**config.mk**
```make
export PLATFORM = sky130hd
export DESIGN_NAME = apb_ucpd_rx_fifo
export DESIGN_NICKNAME = d
export VERILOG_FILES = /design/src/rtl/apb_ucpd_rx_fifo.sv
export SDC_FILE = /design/constraint.sdc
export NUM_CORES = 1
export LEC_CHECK = 0
export ABC_CLOCK_PERIOD_IN_PS = 6200
export CORE_MARGIN = 1
export CORE_UTILIZATION = 50
export DETAILED_ROUTE_END_ITERATION = 10
export PLACE_DENSITY = 0.76
export SYNTH_ARGS = -nofsm -noshare
export SYNTH_HDL_FRONTEND = slang
export SYNTH_SLANG_ARGS = --single-unit
```
**constraint.sdc**
```tcl
create_clock -name ic_clk -period 6.2 [get_ports ic_clk]
set_clock_uncertainty 0.2 [all_clocks]
set_input_delay 0.93 -clock ic_clk [delete_from_list [all_inputs] [get_ports ic_clk]]
set_output_delay 0.93 -clock ic_clk [all_outputs]
set_load 0.02 [all_outputs]
```
**src/rtl/apb_ucpd_rx_fifo.sv**
```systemverilog
// rtl/apb_ucpd_rx_fifo.sv - UCPD receive byte FIFO with payload count and sticky RX flags
module apb_ucpd_rx_fifo #(
  parameter int DEPTH = 4,
  parameter int AW    = 2
) (
  input  logic          ic_clk,
  input  logic          ic_rst_n,
  input  logic          ucpden,
  input  logic [7:0]    rx_byte,
  input  logic          rx_byte_vld,
  input  logic          rx_msg_end,
  input  logic          rx_crc_ok,
  input  logic          rx_msg_abort,
  input  logic          rxdr_rd,
  input  logic          clr_rxovr,
  input  logic          clr_rxmsgend,
  output logic [7:0]    rxdr,
  output logic          rxne,
  output logic [AW:0]   rx_level,
  output logic [9:0]    rx_paysize,
  output logic          rxovr,
  output logic          rxmsgend,
  output logic          rxerr
);

  localparam logic [AW:0] LP_FULL    = (AW+1)'(DEPTH);
  localparam logic [9:0]  LP_PAY_MAX = 10'd1023;

  logic [7:0]    r_mem [DEPTH];
  logic [AW-1:0] r_wptr;
  logic [AW-1:0] r_rptr;
  logic [AW:0]   r_count;
  logic [9:0]    r_paysize;
  logic          r_msg_done;
  logic          r_ovr_in_msg;
  logic          r_rxovr;
  logic          r_rxmsgend;
  logic          r_rxerr;

  logic w_live;
  logic w_full;
  logic w_empty;
  logic w_pop;
  logic w_push;
  logic w_drop;
  logic w_new_msg;
  logic w_msg_end;
  logic w_oim_next;
  logic w_err_set;

  // Strobes only act when enabled and not being aborted; abort/disable win over everything.
  assign w_live     = ucpden & ~rx_msg_abort;
  assign w_full     = (r_count == LP_FULL);
  assign w_empty    = (r_count == '0);
  assign w_pop      = w_live & rxdr_rd & ~w_empty;
  // A pop in the same cycle frees the slot, so a full FIFO can still accept.
  assign w_push     = w_live & rx_byte_vld & (~w_full | rxdr_rd);
  assign w_drop     = w_live & rx_byte_vld & w_full & ~rxdr_rd;
  assign w_new_msg  = w_live & rx_byte_vld & r_msg_done;
  assign w_msg_end  = w_live & rx_msg_end;
  // Overrun history of the message being received, including this cycle's drop.
  assign w_oim_next = (r_ovr_in_msg & ~w_new_msg) | w_drop;
  assign w_err_set  = w_msg_end & (~rx_crc_ok | w_oim_next);

  // Byte storage; contents are don't-care until written, output is masked by count.
  always_ff @(posedge ic_clk) begin
    if (w_push) begin
      r_mem[r_wptr] <= rx_byte;
    end
  end

  // Pointers, occupancy and per-message bookkeeping.
  always_ff @(posedge ic_clk or negedge ic_rst_n) begin
    if (!ic_rst_n) begin
      r_wptr       <= '0;
      r_rptr       <= '0;
      r_count      <= '0;
      r_paysize    <= '0;
      r_msg_done   <= 1'b0;
      r_ovr_in_msg <= 1'b0;
    end else if (!ucpden || rx_msg_abort) begin
      r_wptr       <= '0;
      r_rptr       <= '0;
      r_count      <= '0;
      r_paysize    <= '0;
      r_msg_done   <= 1'b0;
      r_ovr_in_msg <= 1'b0;
    end else begin
      if (w_push) begin
        r_wptr <= r_wptr + AW'(1);
      end
      if (w_pop) begin
        r_rptr <= r_rptr + AW'(1);
      end
      if (w_push && !w_pop) begin
        r_count <= r_count + (AW+1)'(1);
      end else if (w_pop && !w_push) begin
        r_count <= r_count - (AW+1)'(1);
      end
      if (w_new_msg) begin
        r_paysize <= w_push ? 10'd1 : 10'd0;
      end else if (w_push && (r_paysize != LP_PAY_MAX)) begin
        r_paysize <= r_paysize + 10'd1;
      end
      if (w_msg_end) begin
        r_msg_done <= 1'b1;
      end else if (w_new_msg) begin
        r_msg_done <= 1'b0;
      end
      r_ovr_in_msg <= w_oim_next;
    end
  end

  // Sticky status flags; a set in the same cycle as its clear wins.
  always_ff @(posedge ic_clk or negedge ic_rst_n) begin
    if (!ic_rst_n) begin
      r_rxovr    <= 1'b0;
      r_rxmsgend <= 1'b0;
      r_rxerr    <= 1'b0;
    end else if (!ucpden) begin
      r_rxovr    <= 1'b0;
      r_rxmsgend <= 1'b0;
      r_rxerr    <= 1'b0;
    end else begin
      r_rxovr    <= w_drop    | (r_rxovr    & ~clr_rxovr);
      r_rxmsgend <= w_msg_end | (r_rxmsgend & ~clr_rxmsgend);
      r_rxerr    <= w_err_set | (r_rxerr    & ~clr_rxmsgend);
    end
  end

  assign rxdr       = w_empty ? 8'h00 : r_mem[r_rptr];
  assign rxne       = ~w_empty;
  assign rx_level   = r_count;
  assign rx_paysize = r_paysize;
  assign rxovr      = r_rxovr;
  assign rxmsgend   = r_rxmsgend;
  assign rxerr      = r_rxerr;

endmodule

```
==> results.cfg <==
[global_routing]
grt_pass1_vias = 1660
gr-usage-all-layers_pct = 20.0
grt_max_degree = 23
grt_pass1_wl_um = 8060
grt_antenna_before_repair = 0
grt-ovfl-total = 0

[die]
coreArea_mm2 = 0.00485
die_h_um = 74.1
start_util_pct = 53.6
placementRows = 25
io_pins = 43
die_area_mm2 = 0.00549
die_x_um = 74.1

[synth]
async_flop_share_pct = 40.7
synth_edf_count = 32
ys.flop_type = edfxtp_1
yosys-top-cells-count = edfxtp_1 (32), dfrtp_1 (22), and2_1 (10), nand2_1 (10)
synth_cell_types = 46
synthesis.area_mm2 = 0.00260
syn-mean-instance-area_um2 = 13.0
yosysTopAreaCell = edfxtp_1
synth_top_area_share_pct = 37.0
synth_fp_nets = 224
ys_top_cells_by_area = edfxtp_1 (37%), dfrtp_1 (21%), mux4_2 (6.9%), and2_1 (2.4%), ha_1 (2.4%)
syn_inst = 200
synth.most_common_cell = edfxtp_1
ys_warn_count = 0
yosysSeqAreaShare_pct = 58.2
ys_ff_latch = 54

[routing]
drc = 0
totalWireLength_um = 4830
vias = 1775
viasPerCell = 5.74
first_pass_iters = 4
routedWlPerCell_um = 15.6
detail-route-antenna-nets = 0
dr.first_iter.drc_count = 156

[placement]
dp_hpwl_um = 3350
portBuffers = 42
gp_congestion = 0.773
pre_cts_ws_ps = 2490
numPlacedInstances = 301

[setup_path]
ff2ff_path_depth = 8
worstPathArrival_ps = 2290
critPathKind = reg2out
crit_required_ps = 5070
r2r_slack_ps = 3530
end_kind = primary output
r2r_start = rx_level[1]
regToRegEndpoint = rx_level[2]
startpoint = r_rptr[0]
path_max_fanout = 10
worstSetupEndpoint = rxdr[2]
worst_setup_path_start_kind = flip-flop

[clocking]
cts_resized = 0
cts.clk_slew.worst_paths_ps = 100
cts_max_level = 2
insertion_delay_ps = 310
cts_root_buf = clkbuf_8
clock-sinks = 54
post_cts_buffers = 0
clockBufferDepth = 2
postCtsHoldBufs = 0
cts_tree = done
numCtsBuffers = 5

[timing]
setup_viol = 0
worstMarginPinSlew_ps = 995
timing.hold.ws_ps = 328
totalNegativeSetupSlack_ps = 0
slew_headroom_pct = 33.5
max_freq_mhz = 292
worst_slack_ps = 2780
rsz0062_at_grt = no
period_needed_ps = 3420
maxSlewViolCount = 0
post-route-period-util_pct = 55.2
hold_violations = 0

[final_layout]
diodes = 0
ff_latch_area_mm2 = 0.00151
layout.nets = 265
fillCellCount = 380
areaGrowthSynthToFinish_pct = 20.8
stdcell_count = 309
layout-drive-gt1-share_pct = 9.92
multi_input_area_mm2 = 0.00100

[min_path]
hold_class = reg2reg

[job]
cap_violations = 0

[power]
peakVddDrop_v = 0.000122
p_leak_uw = 0.00109
p_per_area_mw_per_mm2 = 208

[outcome]
run_status = finished clean
worst min-delay path by stage:
stage | cells past startpoint | end | slack, ps | startpoint
3_5_place_dp | 1 | rx_paysize[9] | 300 | rx_paysize[9]
5_1_grt | 1 | rx_paysize[9] | 370 | rx_paysize[9]
2_1_floorplan | 2 | r_ovr_in_msg | 280 | r_ovr_in_msg
4_1_cts | 1 | rx_paysize[9] | 330 | rx_paysize[9]
3_3_place_gp | 2 | r_ovr_in_msg | 310 | r_ovr_in_msg
6_report | 1 | rx_paysize[9] | 330 | rx_paysize[9]
metal layers:
| layer | track usage (%) | wire length, um |
|---|---|---|
| met5 | 0 | 0 |
| met4 | 7.05 | 52 |
| met3 | 4.88 | 189 |
| met2 | 32.0 | 2430 |
| met1 | 26.9 | 2150 |
critical path, cell delays in order, from the launching register on:
cell,delay [ps]
dfrtp_1,720
mux4_2,560
and2_1,170
clkdlybuf4s50_1,530
cell usage in the layout (no fill, tap or decap), drive strengths merged, types with 2 or more instances in the layout:
cell,netlist,final
nor4,2,2
a211oi,2,2
nand2b,8,8
xor2,3,3
o21ai,12,12
a31oi,2,2
and2,10,10
nor2,8,8
dfrtp,22,22
nand4,3,3
nand2,11,11
xnor2,2,2
ha,5,5
mux4,8,8
or3,6,6
and3,6,6
edfxtp,32,32
nand3,5,5
o211ai,2,2
clkdlybuf4s50,0,42
a21oi,15,15
and4,2,2
clkbuf,4,6
inv,9,10
o32ai,2,2
cell families after synthesis:
group                      Yosys count  synth area share (%)
AOI/OAI and AO/OA                   42                  11.3
and+or+nand+nor                     67                  15.1
xor gates and xnor gates             5                  1.69
buffers and inverters               17                  3.23
adders and majority gates            6                  3.18
muxes                                9                  7.32
DFF                                 54                  58.2
state kept, by name (all words and copies together), names as in the netlist:
| name | cells |
|---|---|
| r_mem | 32 |
| r_msg_done | 1 |
| r_ovr_in_msg | 1 |
| r_rptr | 2 |
| r_wptr | 2 |
| rx_level | 3 |
| rx_paysize | 10 |
| rxerr | 1 |
| rxmsgend | 1 |
| rxovr | 1 |
power breakdown:
part           internal, uW  total (uW)  switching (uW)
logic                  32.5        67.4            34.9
clock network          80.7         194             113
registers               385         390            4.92
total                   499         652             153
through the flow:
stage	area, um^2	utilization (%)	total power (uW)
detailed placement	3050	62.9	466
CTS	3140	64.7	656
floorplan	2600	-	433
global placement	3050	62.9	465
finish	3140	64.7	652
global route	3140	64.7	680
final cells by class:
type / instances / area share (%)
tap: 67 / 2.67
inverter: 9 / 1.08
clock inverter: 2 / 0.439
sequential: 54 / 48.2
timing repair buffer: 42 / 13.4
clock buffer: 6 / 2.31
multi-input combinational: 129 / 31.9
(Power assumes the default switching activity.)
